**src/rtl/dma_copy.sv**
```systemverilog
// dma_copy: single-channel word copy engine.
// Copies len 32-bit words from src_addr to dst_addr, alternating one READ
// cycle and one WRITE cycle per word. Misaligned starts and any access into
// the 0x4xxxxxxx region abort the copy with a sticky err flag. All outputs
// are registered: the next-cycle output values are computed together with
// the next state, so the strobes line up exactly with the READ/WRITE states.
module dma_copy #(
  parameter int LEN_BITS = 8
) (
  input  logic                clk,
  input  logic                reset,
  input  logic                start,
  input  logic [31:0]         src_addr,
  input  logic [31:0]         dst_addr,
  input  logic [LEN_BITS-1:0] len,
  output logic                busy,
  output logic                done,
  output logic                err,
  output logic                mem_rd,
  output logic                mem_wr,
  output logic [31:0]         mem_addr,
  output logic [31:0]         mem_wdata,
  input  logic [31:0]         mem_rdata
);

  typedef enum logic [1:0] {
    IDLE  = 2'd0,
    READ  = 2'd1,
    WRITE = 2'd2,
    FIN   = 2'd3
  } state_t;

  localparam logic [LEN_BITS-1:0] CNT_ZERO = LEN_BITS'(0);
  localparam logic [LEN_BITS-1:0] CNT_ONE  = LEN_BITS'(1);

  state_t              state_r, state_s;
  logic [31:0]         src_r, src_s;
  logic [31:0]         dst_r, dst_s;
  logic [LEN_BITS-1:0] cnt_r, cnt_s;
  logic [31:0]         buf_r, buf_s;
  logic                err_r, err_s;
  logic                busy_r, busy_s;
  logic                done_r, done_s;
  logic                rd_r, rd_s;
  logic                wr_r, wr_s;
  logic [31:0]         addr_r, addr_s;
  logic [31:0]         wdata_r, wdata_s;
  logic [31:0]         src_inc_s;

  // True when an address falls in the region no strobe may ever touch.
  function automatic logic is_forbidden(input logic [31:0] a);
    return (a[31:28] == 4'h4);
  endfunction

  // Next state, next datapath values and next registered outputs.
  always_comb begin
    state_s   = state_r;
    src_s     = src_r;
    dst_s     = dst_r;
    cnt_s     = cnt_r;
    buf_s     = buf_r;
    err_s     = err_r;
    rd_s      = 1'b0;
    wr_s      = 1'b0;
    addr_s    = 32'd0;
    wdata_s   = 32'd0;
    src_inc_s = src_r + 32'd4;
    case (state_r)
      IDLE: begin
        if (start) begin
          if ((src_addr[1:0] != 2'b00) || (dst_addr[1:0] != 2'b00)) begin
            state_s = FIN;
            err_s   = 1'b1;
          end else begin
            src_s = src_addr;
            dst_s = dst_addr;
            cnt_s = len;
            err_s = 1'b0;
            if (len == CNT_ZERO) begin
              state_s = FIN;
            end else if (is_forbidden(src_addr)) begin
              state_s = FIN;
              err_s   = 1'b1;
            end else begin
              state_s = READ;
              rd_s    = 1'b1;
              addr_s  = src_addr;
            end
          end
        end else begin
          state_s = IDLE;
        end
      end
      READ: begin
        // The word read this cycle goes straight out as next cycle's wdata.
        buf_s = mem_rdata;
        if (is_forbidden(dst_r)) begin
          state_s = FIN;
          err_s   = 1'b1;
        end else begin
          state_s = WRITE;
          wr_s    = 1'b1;
          addr_s  = dst_r;
          wdata_s = mem_rdata;
        end
      end
      WRITE: begin
        src_s = src_inc_s;
        dst_s = dst_r + 32'd4;
        cnt_s = cnt_r - CNT_ONE;
        if (cnt_r == CNT_ONE) begin
          state_s = FIN;
        end else if (is_forbidden(src_inc_s)) begin
          state_s = FIN;
          err_s   = 1'b1;
        end else begin
          state_s = READ;
          rd_s    = 1'b1;
          addr_s  = src_inc_s;
        end
      end
      FIN: begin
        state_s = IDLE;
      end
      default: begin
        state_s = IDLE;
      end
    endcase
    busy_s = (state_s != IDLE);
    done_s = (state_s == FIN);
  end

  // State, datapath and output registers; reset clears everything at once.
  always_ff @(posedge clk or negedge reset) begin
    if (!reset) begin
      state_r <= IDLE;
      src_r   <= 32'd0;
      dst_r   <= 32'd0;
      cnt_r   <= CNT_ZERO;
      buf_r   <= 32'd0;
      err_r   <= 1'b0;
      busy_r  <= 1'b0;
      done_r  <= 1'b0;
      rd_r    <= 1'b0;
      wr_r    <= 1'b0;
      addr_r  <= 32'd0;
      wdata_r <= 32'd0;
    end else begin
      state_r <= state_s;
      src_r   <= src_s;
      dst_r   <= dst_s;
      cnt_r   <= cnt_s;
      buf_r   <= buf_s;
      err_r   <= err_s;
      busy_r  <= busy_s;
      done_r  <= done_s;
      rd_r    <= rd_s;
      wr_r    <= wr_s;
      addr_r  <= addr_s;
      wdata_r <= wdata_s;
    end
  end

  assign busy      = busy_r;
  assign done      = done_r;
  assign err       = err_r;
  assign mem_rd    = rd_r;
  assign mem_wr    = wr_r;
  assign mem_addr  = addr_r;
  assign mem_wdata = wdata_r;

endmodule

```
**config.mk**
```make
export PLATFORM = sky130hd
export DESIGN_NAME = dma_copy
export DESIGN_NICKNAME = d
export VERILOG_FILES = /design/src/rtl/dma_copy.sv
export SDC_FILE = /design/constraint.sdc
export NUM_CORES = 1
export LEC_CHECK = 0
export ABC_AREA = 0
export CAP_MARGIN = 5
export CORE_ASPECT_RATIO = 0.7
export CORE_MARGIN = 2
export CORE_UTILIZATION = 55
export CTS_BUF_LIST = sky130_fd_sc_hd__clkbuf_8 sky130_fd_sc_hd__clkbuf_16
export CTS_CLUSTER_DIAMETER = 60
export DETAILED_ROUTE_END_ITERATION = 8
export PLACE_DENSITY = 0.87
export SYNTH_ARGS = -nofsm -noshare
export SYNTH_HDL_FRONTEND = slang
export SYNTH_SLANG_ARGS = --single-unit
```
**constraint.sdc**
```tcl
create_clock -name clk -period 4.1 [get_ports clk]
set_input_delay 0.615 -clock clk [delete_from_list [all_inputs] [get_ports clk]]
set_output_delay 0.615 -clock clk [all_outputs]
set_load 0.01 [all_outputs]
```
==> flow_summary.yaml <==
clock_network:
  cts_made_buffers: 17
  post_cts_buffers: 0
  cts_tree: "done"
  cts_resized: 0
  holdBufCountCts: 0
  path_clk_slew_ns: 0.06
  cts_buffer_depth: 2
  clockRootBuffer: "clkbuf_16"
  clk_latency_ns: 0.43
  clock-sinks: 143
  h-tree-depth: 4
flow_run:
  drv_cap: 0
detailed_routing:
  dr.first_iter.drc_count: 1061
  wl_per_cell_um: 19.6
  drtPass1Iterations: 6
  num_vias: 7182
  routed_wl_um: 22500
  viasPerCell: 6.27
  drc: 0
  ant_nets: 0
timing:
  clock.fmax_mhz: 325
  hold_viol_final: 0
  fin_crit_ns: 3.08
  setup_violations: 0
  slew_violations: 0
  clock-skew-final_ns: 0.00727
  final.setup.tns_ns: 0
  rsz0062_at_grt: "false"
  slew_headroom_pct: 21.4
  fin_crit_sh_pct: 75.0
  worst_slew_pin_slew_ns: 1.18
logic_synthesis:
  async_flop_share_pct: 100
  syn-cell-area_um2: 7570
  synth_seq_cells: 143
  synth_cells: 800
  ys_seq_area_share_pct: 47.3
  synth_top_area_share_pct: 47.3
  synthesis.nets: 915
  yosys-top-cells-area: "dfrtp_1, a21oi_1, and2_1"
  synth_edf_count: 0
  synth.distinct_cells: 66
  yosys.area.top_type: "dfrtp_1"
  synthFlopType: "dfrtp_1"
  ys_warn_count: 0
  syn_area_per_cell_um2: 9.46
grt:
  grt_max_degree: 102
  antenna_found_initial: 0
  grt.met3_usage_pct: 8.25
  grt_overflow: 0
  grtUsageMet1_pct: 46.8
  grt_pass1_wl_um: 35000
  first_global_vias: 6450
  gr-usage-met2_pct: 44.1
  grt_use_total_pct: 31.1
  busiest_layer: "met1"
cells_and_area:
  final_nets: 1062
  area_delta_synth_final_pct: 32.2
  layout_commonest_cell: "clkdlybuf4s50_1"
  layout_common_cells: "clkdlybuf4s50_1, dfrtp_1, a21oi_1"
  diodes: 0
  final_util_pct: 75.2
  drive_above_1_share_pct: 8.85
  finalNonFillerCells: 1145
critical_path:
  cp-start-kind: "flip-flop"
  path_class: "reg2reg"
  slowest_delay_ns: 0.71
  crit_path_end_kind: "flip-flop"
  crit_fanout: 13
  arrival_ns: 3.35
  cp_top_family: "simple AND/OR/NAND/NOR gates"
  required_ns: 4.38
  path_cells: "ha_1, nand4_1, or4_2, o21ai_0, o211ai_1, o311ai_4, buf_4, o22ai_1"
  crit_slowest_cell: "or4_2"
  cp.buffers_inverters: 1
outcome:
  status: "finished, final reports clean"
hold_path:
  hold_class: "in2async"
floorplan:
  rows: 35
  boundaryPins: 176
  fp.dieH_um: 102
  coreArea_um2: 13300
  die_x_um: 144
  start_util_pct: 56.9
  die-area_um2: 14700
placement:
  numPortBuffers: 175
  hpwlAfterDp_um: 15500
  dp_cells: 1113
  routabilityCongestion: 0.909
pwr:
  powerDensity_nw_per_um2: 737
  leakagePower_nw: 4.03
  ir_worst_vdd_v: 0.000436
## cell families after synthesis
kind of cell    synth area share (%)
flops                           47.3
fa+ha+maj                       1.32
simple gates                    18.8
xor+xnor                        2.89
compound gates                  24.7
mux                            0.859
buf+inv                         4.23
## final timing paths
kind,cells past startpoint,slack (ns),from,to
worst max-delay path,8,1.02,src_r[2]$_DFFE_PN0P_,mem_addr[5]$_DFF_PN0_
worst min-delay path,1,0.28,reset,mem_wdata[15]$_DFF_PN0_
worst max register to register,8,1.02,src_r[2]$_DFFE_PN0P_,mem_addr[5]$_DFF_PN0_
worst min register to register,2,0.49,src_r[0]$_DFFE_PN0P_,src_r[0]$_DFFE_PN0P_
max in group asynchronous,2,2.90,reset,dst_r[13]$_DFFE_PN0P_
min in group clk,2,0.49,src_r[0]$_DFFE_PN0P_,src_r[0]$_DFFE_PN0P_
## synthesized netlist by cell type, drive strengths merged (3+ instances only)
master / n
a21oi: 75
dfrtp: 143
mux2i: 5
and4: 5
nor3b: 3
a31oi: 15
nand2: 64
nor3: 13
nand2b: 4
nor4b: 3
and3: 14
o21ai: 39
or4: 4
nor4: 9
buf: 11
or3: 5
a222oi: 3
a21o: 5
nand4: 13
a22oi: 32
clkbuf: 49
inv: 18
ha: 8
o22a: 21
a41oi: 6
o21a: 5
and2: 40
nor2: 57
o22ai: 42
xor2: 14
nand3: 33
xnor2: 11
## sequential cells by signal, summed over array words and instances (netlist names)
signal,flops
busy,1
cnt_r,8
done,1
dst_r,32
err,1
mem_addr,32
mem_rd,1
mem_wdata,32
mem_wr,1
src_r,32
state_r,2
## report_power, final
part | total [mW] | internal (mW) | leakage, nW | switching, mW
clock | 1.52 | 0.855 | 0.279 | 0.663
sequential | 2.65 | 1.99 | 1.76 | 0.663
combinational | 3.21 | 1.46 | 1.99 | 1.74
total | 7.38 | 4.31 | 4.03 | 3.07
## per-layer routing
layer  up-vias  wire (µm)
li1       3235          -
met1      3470       9540
met2       434       9860
met3        43       2710
met4         0        351
met5         -          0
## layout make-up
type                       count  area (µm²)
clock buffer                  17         425
tap                          185         231
multi-input combinational    579        3710
sequential                   143        3580
inverter                      18        67.6
fill                         912        3300
clock inverter                15         149
timing repair buffer         188        1850
## worst register-to-register path: stages, from the launching register on
cell,delay [ns]
dfrtp_1,0.46
ha_1,0.29
nand4_1,0.25
or4_2,0.71
o21ai_0,0.27
o211ai_1,0.24
o311ai_4,0.27
buf_4,0.32
o22ai_1,0.14
## per-stage QoR
step           power (mW)  cell area (µm²)  worst slack [ns]  hold WS (ns)
2_1_floorplan        4.57             7570              1.40         0.319
3_3_place_gp         5.64             9440              1.04         0.469
3_5_place_dp         5.77             9440             0.987         0.477
4_1_cts              7.31            10000              1.10         0.340
5_1_grt              7.79            10000             0.933         0.367
6_report             7.38            10000              1.02         0.284
Power figures use the tool's default switching activity.
